$ cat config.mk
export PLATFORM = sky130hd
export DESIGN_NAME = vector_sequencer
export DESIGN_NICKNAME = d
export VERILOG_FILES = /design/src/rtl/vector_sequencer.sv
export SDC_FILE = /design/constraint.sdc
export NUM_CORES = 1
export LEC_CHECK = 0
export ABC_AREA = 1
export CAP_MARGIN = 20
export CORE_ASPECT_RATIO = 1.2
export CORE_MARGIN = 4
export CORE_UTILIZATION = 30
export DETAILED_ROUTE_END_ITERATION = 7
export PLACE_DENSITY = 0.52
export SYNTH_ARGS = -nofsm -noshare
export SYNTH_HDL_FRONTEND = slang
export SYNTH_SLANG_ARGS = --single-unit
$ cat constraint.sdc
create_clock -name clk -period 2.75 [get_ports clk]
set_input_delay 0.275 -clock clk [delete_from_list [all_inputs] [get_ports clk]]
set_output_delay 0.275 -clock clk [all_outputs]
set_load 0.02 [all_outputs]
$ cat src/rtl/vector_sequencer.sv
`default_nettype none
// +--------------------------------------------------------------------------+
// | Module      : vector_sequencer                                           |
// | Description : Exhaustive 3-input stimulus sequencer. It applies all 8    |
// |               vectors to a combinational stage and waits SETTLE cycles   |
// |               after each one. It then compares y with a golden table and |
// |               reports pass and a mismatch count.                         |
// | Options     : STOP_ON_FAIL_EN - end the run at the first mismatch        |
// | Revision    : 1.0 - initial release                                      |
// +--------------------------------------------------------------------------+
module vector_sequencer #(
    parameter int unsigned SETTLE   = 4,
    parameter logic [7:0]  EXPECTED = 8'h33
) (
    input  logic       clk,
    input  logic       reset_n,
    input  logic       start,
    input  logic       y,
    output logic       a,
    output logic       b,
    output logic       c,
    output logic       busy,
    output logic       done,
    output logic       pass,
    output logic [3:0] err_count,
    output logic [2:0] vec_idx
);

    localparam logic [2:0] c_ST_IDLE   = 3'd0;
    localparam logic [2:0] c_ST_APPLY  = 3'd1;
    localparam logic [2:0] c_ST_SETTLE = 3'd2;
    localparam logic [2:0] c_ST_CHECK  = 3'd3;
    localparam logic [2:0] c_ST_DONE   = 3'd4;

    localparam logic       c_NO_SETTLE   = (SETTLE == 0);
    // The counter runs down to zero, so it is loaded with one less than the hold length.
    localparam logic [3:0] c_SETTLE_LOAD = (SETTLE == 0) ? 4'd0 : 4'(SETTLE - 1);

    logic [2:0] r_state;
    logic [2:0] w_next_state;
    logic [2:0] r_abc;
    logic [2:0] r_vec_idx;
    logic [3:0] r_err_count;
    logic       r_pass;
    logic [3:0] r_settle_cnt;
    logic       w_mismatch;

    assign w_mismatch = y ^ EXPECTED[r_vec_idx];

    always_comb begin
        w_next_state = r_state;
        case (r_state)
            c_ST_IDLE: begin
                if (start) w_next_state = c_ST_APPLY;
            end
            c_ST_APPLY: begin
                w_next_state = c_NO_SETTLE ? c_ST_CHECK : c_ST_SETTLE;
            end
            c_ST_SETTLE: begin
                if (r_settle_cnt == 4'd0) w_next_state = c_ST_CHECK;
            end
            c_ST_CHECK: begin
`ifdef STOP_ON_FAIL_EN
                if (w_mismatch || (r_vec_idx == 3'd7)) w_next_state = c_ST_DONE;
                else                                    w_next_state = c_ST_APPLY;
`else
                if (r_vec_idx == 3'd7) w_next_state = c_ST_DONE;
                else                   w_next_state = c_ST_APPLY;
`endif
            end
            c_ST_DONE: begin
                w_next_state = c_ST_IDLE;
            end
            default: begin
                w_next_state = c_ST_IDLE;
            end
        endcase
    end

    always_ff @(posedge clk or negedge reset_n) begin
        if (!reset_n) begin
            r_state <= c_ST_IDLE;
        end else begin
            r_state <= w_next_state;
        end
    end

    always_ff @(posedge clk or negedge reset_n) begin
        if (!reset_n) begin
            r_abc        <= 3'd0;
            r_vec_idx    <= 3'd0;
            r_err_count  <= 4'd0;
            r_pass       <= 1'b0;
            r_settle_cnt <= 4'd0;
        end else begin
            case (r_state)
                c_ST_IDLE: begin
                    if (start) begin
                        r_vec_idx   <= 3'd0;
                        r_err_count <= 4'd0;
                        r_pass      <= 1'b0;
                    end
                end
                c_ST_APPLY: begin
                    r_abc        <= r_vec_idx;
                    r_settle_cnt <= c_SETTLE_LOAD;
                end
                c_ST_SETTLE: begin
                    if (r_settle_cnt != 4'd0) r_settle_cnt <= r_settle_cnt - 4'd1;
                end
                c_ST_CHECK: begin
                    // At most eight checks happen per run, so the 4-bit count cannot wrap.
                    if (w_mismatch) r_err_count <= r_err_count + 4'd1;
                    if (w_next_state == c_ST_APPLY) r_vec_idx <= r_vec_idx + 3'd1;
                end
                c_ST_DONE: begin
                    r_pass <= (r_err_count == 4'd0);
                end
                default: begin
                end
            endcase
        end
    end

    assign a         = r_abc[2];
    assign b         = r_abc[1];
    assign c         = r_abc[0];
    assign busy      = (r_state != c_ST_IDLE);
    assign done      = (r_state == c_ST_DONE);
    assign pass      = r_pass;
    assign err_count = r_err_count;
    assign vec_idx   = r_vec_idx;

endmodule
`default_nettype wire

## Yosys cells after proc, flatten, opt, wreduce, memory -nomap -nowiden

Memory sizes are Yosys's and may differ from the RTL's.
Index checks and enable logic that the tools add are counted.

| operators by class | value |
|---|---|
| add/subtract/negate cells | 3 |
| magnitude comparators | 1 |
| equal/unequal tests | 10 |
| mux-type cells | 15 |
| bitwise operators | 1 |
| reduce and logical (&&, ||, !) cells | 12 |

Operators with widths:

| operator | count |
|---|---|
| 4-bit one-hot mux with 2 select lines | 2 |
| 3-bit two-way mux | 5 |
| 4-bit two-way mux | 3 |
| 3-bit one-hot mux with 4 select lines | 1 |
| 4-bit zero test | 2 |
| 2-bit inequality test (second input constant) | 4 |
| 3-bit by 1-bit == test with 1-bit output (second input constant) | 2 |
| 3-bit by 2-bit == test with 1-bit output (second input constant) | 2 |
| 3-bit == test (second input constant) | 2 |
| 3-bit one-hot mux with 2 select lines | 1 |
| 3-bit AND reduction | 2 |
| 2-bit nonzero test | 3 |
| 4-bit by 1-bit adder with 4-bit output (second input constant) | 1 |
| 3-bit by 4-bit less-than comparator with 1-bit output (second input constant) | 1 |
| 2-bit AND reduction | 2 |
| 4-bit nonzero test | 1 |
| 4-bit by 1-bit subtractor with 4-bit output (second input constant) | 1 |
| 3-bit by 1-bit adder with 3-bit output (second input constant) | 1 |
| 3-bit zero test | 1 |
| 3-bit nonzero test | 1 |
| 1-bit two-way mux | 2 |
| 1-bit one-hot mux with 2 select lines | 1 |
| 1-bit XOR | 1 |

| word-level totals | value |
|---|---|
| bits in registers | 18 |
| ROM bits | 8 |
| bits of input ports | 4 |
| output and inout bits | 13 |
| logic and storage cells | 49 |
| memories kept | 1 |

Memory list:

| name | depth | width | rd ports | clocked after Yosys merged registers in | wr ports | line | RTL |
|---|---|---|---|---|---|---|---|
| (name not given) | 8 | 1 | 1 | 0 | 0 | 48 | `assign w_mismatch = y ^ EXPECTED[r_vec_idx];` |

## Logic depth before layout (Yosys ltp)

| logic depth | value |
|---|---|
| depth after elaboration | 6 |
| gate-level depth with buffers | 8 |
| depth with buffers taken out | 8 |

## Worst setup path before layout

Ideal clock, no wire load.

| timing | value |
|---|---|
| kind | register to register |
| from | reg r_state[2] |
| to | reg r_pass, in the netlist pass |
| setup time | 0.118 ns |
| arrival | 1.244 ns |
| required time | 2.632 ns |
| path slack | 1.387 ns |
| stages on the path, launching flop included | 5 |
| buffers on the path | 0 |
| period minus slack after synthesis | 1.363 ns |
| path through | dfrtp_1 -> inv_2 -> nor3_1 -> nand3b_1 -> nand2_1 |

| between the ends | value |
|---|---|
| longest elaborated chain between the ends | 3 |
| elaborated cells between the ends (all ways) | 6 |
| classes of those cells | 2 x eq/ne; 1 x mux; 3 x reduce/logical |

RTL lines:

| element | line | RTL |
|---|---|---|
| start, declared | 39 | `logic [2:0] r_state;` |
| start signal, assigned | 82 | `r_state <= c_ST_IDLE;` |
| start signal, assigned | 84 | `r_state <= w_next_state;` |
| 3-bit == test * | - |  |
| net done | 23 | `output logic done,` |
| 2-bit nonzero test (no line) | - |  |
| 2-bit AND reduction (no line) | - |  |
| end signal, assigned | 117 | `r_pass <= (r_err_count == 4'd0);` |
| end, declared | 44 | `logic r_pass;` |

The timed path passes the listed nets; every way through them passes the cells marked *.
A chain may end at the register's enable or synchronous reset.

## Final worst setup path

| timing | value |
|---|---|
| from | reg r_state[2] |
| to | out done |

| between the ends | value |
|---|---|
| longest elaborated chain between the ends | 1 |

RTL lines:

| element | line | RTL |
|---|---|---|
| 3-bit == test | 129 | `assign done = (r_state == c_ST_DONE);` |
| end, declared | 23 |  |

No other way between the ends.

==> impl_metrics.json <==
{
  "area_delta_synth_final_pct": 24.1,
  "grt_pass1_wl_um": 3310,
  "finalHoldViolCount": 0,
  "slew_viol_final": 0,
  "syn_area_per_cell_um2": 8.26,
  "finalSetupTns_ns": 0,
  "critPathBufInv": 2,
  "hold_class": "in2async",
  "root_buffer": "clkbuf_4",
  "async_reset_ff_share_pct": 100,
  "nets": 143,
  "clkTransAtPathRegs_ns": 0.10,
  "cts_resized": 0,
  "start_util_pct": 32.3,
  "die_h_um": 69.1,
  "r2r_cells": 8,
  "tightest_slew_ns": 0.826,
  "ir_worst_vdd_v": 0.000317,
  "drive_above_1_share_pct": 8.33,
  "p_sw_mw": 0.168,
  "via_count": 764,
  "grtUsageTotal_pct": 10.3,
  "io_buffer_count": 16,
  "placed_area_mm2": 0.00114,
  "ys.warnings.count": 0,
  "synth.distinct_cells": 18,
  "drcViolationCount": 0,
  "clk_latency_ns": 0.29,
  "powerDensity_mw_per_mm2": 484,
  "critPathMaxStageDelay_ns": 0.67,
  "leakagePower_nw": 0.586,
  "fin_area_mm2": 0.00116,
  "cts_tree": "built",
  "ant_nets": 0,
  "core_mm2": 0.00289,
  "finalNonFillerCells": 166,
  "p_clk_share_pct": 23.2,
  "synth-seq-cells": 18,
  "die_width_um": 58.9,
  "cp_slowest_cell": "clkdlybuf4s50_1",
  "timing.hold.ws_ns": 0.451,
  "worstSetupStartpointType": "flop",
  "crit_type": "reg2out",
  "combPwrFrac_pct": 21.7,
  "wl_um": 1850,
  "place_inst": 163,
  "rows": 21,
  "yosysSeqAreaShare_pct": 48.3,
  "antennaDiodeCount": 0,
  "grt_overflow": 0,
  "cp_top_family": "buffers and inverters",
  "p_sw_share_pct": 29.9,
  "ys.flop_type": "dfrtp_1",
  "cap_violations": 0,
  "antenna_found_initial": 0,
  "arrival_ns": 1.72,
  "cts_sinks": 18,
  "fmax_mhz": 502,
  "grt_max_degree": 19,
  "layout_setup_ws_ns": 0.758,
  "hpwl_um": 1390,
  "synth-edff-count": 0,
  "viasPerCell": 4.60,
  "period_share_pct": 72.4,
  "ios": 17,
  "setup_viol_count_final": 0,
  "pre_cts_slack_ns": 1.06,
  "nFillCells": 314,
  "grt_setup_unrepaired": "false",
  "drt-initial-drc-count": 11,
  "outcome": "completed",
  "grt_pass1_vias": 745,
  "syn-cell-area_um2": 933,
  "syn_inst": 113,
  "worstReg2RegEnd": "r_settle_cnt[3]",
  "cp_data_required_time_ns": 2.48,
  "gp_congestion": 0.719,
  "clock_tree.buffer_depth": 2,
  "reg2reg_from": "r_settle_cnt[0]",
  "reg2reg_slack_ns": 1.39,
  "yosysTopAreaCell": "dfrtp_1",
  "ctsHoldBuffers": 0,
  "post_cts_buffers": 0,
  "worstPathMaxFanout": 5,
  "relSlewSlack_pct": 44.8,
  "crit_chain": "inv_2 > nor3_1 > clkdlybuf4s50_1",
  "seqPwrFrac_pct": 55.1,
  "fin_crit_ns": 1.99,
  "drtPass1Iterations": 4,
  "die-area_mm2": 0.00407,
  "cts_buffers": 3,
  "fin_worst_skew_ns": 0.00740,
  "syn-num-nets": 122,
  "worst_setup_path_end_kind": "primary output",
  "cts-htree-levels": 1,
  "power.internal_mw": 0.392,
  "synth_area_leaders": "dfrtp_1 48%, nand2_1 12%, nand3_1 8.0%",
  "routedWlPerCell_um": 11.2,
  "synth_top_area_share_pct": 48.3
}
power groups by stage:
stage	Combinational, mW	Sequential, mW	Clock, mW
2_1_floorplan	0.0388	0.336	0
3_3_place_gp	0.124	0.314	0
3_5_place_dp	0.124	0.315	0
4_1_cts	0.125	0.310	0.137
5_1_grt	0.135	0.314	0.143
6_report	0.122	0.309	0.130
worst max-delay path by stage:
stage | from | to | slack (ns) | cells past startpoint
3_3_place_gp | r_state[2] | done | 1.06 | 3
5_1_grt | r_state[2] | done | 0.63 | 3
6_report | r_state[2] | done | 0.76 | 3
3_5_place_dp | r_state[2] | done | 1.06 | 3
4_1_cts | r_state[2] | done | 0.72 | 3
2_1_floorplan | r_state[2] | pass | 1.39 | 4
per-stage QoR:
| step | power (mW) | util, % |
|---|---|---|
| after CTS | 0.572 | 40.1 |
| after detailed placement | 0.439 | 39.3 |
| after floorplan | 0.375 | - |
| final | 0.560 | 40.1 |
| after global routing | 0.592 | 40.1 |
| after global placement | 0.438 | 39.3 |
layer usage:
metal  global-route usage [%]  vias up  part of all wire [%]
li1                         -      399                     -
met1                     14.0      348                    47
met4                     4.53        0                  0.54
met5                        0        -                     0
met3                     1.87        2                   4.2
met2                     15.6       15                    48
Yosys cell counts, types with 2 or more instances:
| cell type | instances |
|---|---|
| nor2_1 | 4 |
| o21ai_0 | 7 |
| nand3_1 | 15 |
| dfrtp_1 | 18 |
| nor3_1 | 3 |
| inv_1 | 17 |
| ha_1 | 5 |
| nand2_2 | 4 |
| xor2_1 | 2 |
| nand2_1 | 30 |
state kept, by name (all words and copies together), names as in the netlist:
register      count
err_count         4
pass              1
r_abc             3
r_settle_cnt      4
r_state           3
vec_idx           3
worst register-to-register path, delay by kind of cell, from the launching register on:
family	cells	cell delay [ns]
simple gates	5	0.51
flops	1	0.37
fa+ha+maj	1	0.20
buf+inv	1	0.13
compound gates	1	0.09
cells by family after synthesis:
logic type / after synthesis / share of synthesized area (%)
xor+xnor: 2 / 1.88
buf+inv: 18 / 7.24
fa+ha+maj: 5 / 6.70
flops: 18 / 48.3
compound gates: 9 / 4.82
simple gates: 61 / 31.1
placed cells by master (no fill, tap or decap), types with 2 or more instances in the layout:
cell type,n
o21ai_0,7
inv_1,17
clkbuf_4,3
ha_1,5
xor2_1,2
nand3_1,15
dfrtp_1,18
nand2_2,4
nor3_1,3
nor2_1,4
nand2_1,30
clkdlybuf4s50_1,16
layout make-up:
| type | instances | area (µm²) | share of cell area (%) |
|---|---|---|---|
| clock buffer | 3 | 22.5 | 1.94 |
| inverter | 18 | 67.6 | 5.83 |
| timing repair buffer | 16 | 160 | 13.8 |
| tap | 34 | 42.5 | 3.67 |
| multi-input combinational | 77 | 415 | 35.9 |
| sequential | 18 | 450 | 38.9 |
(Power assumes the default switching activity.)
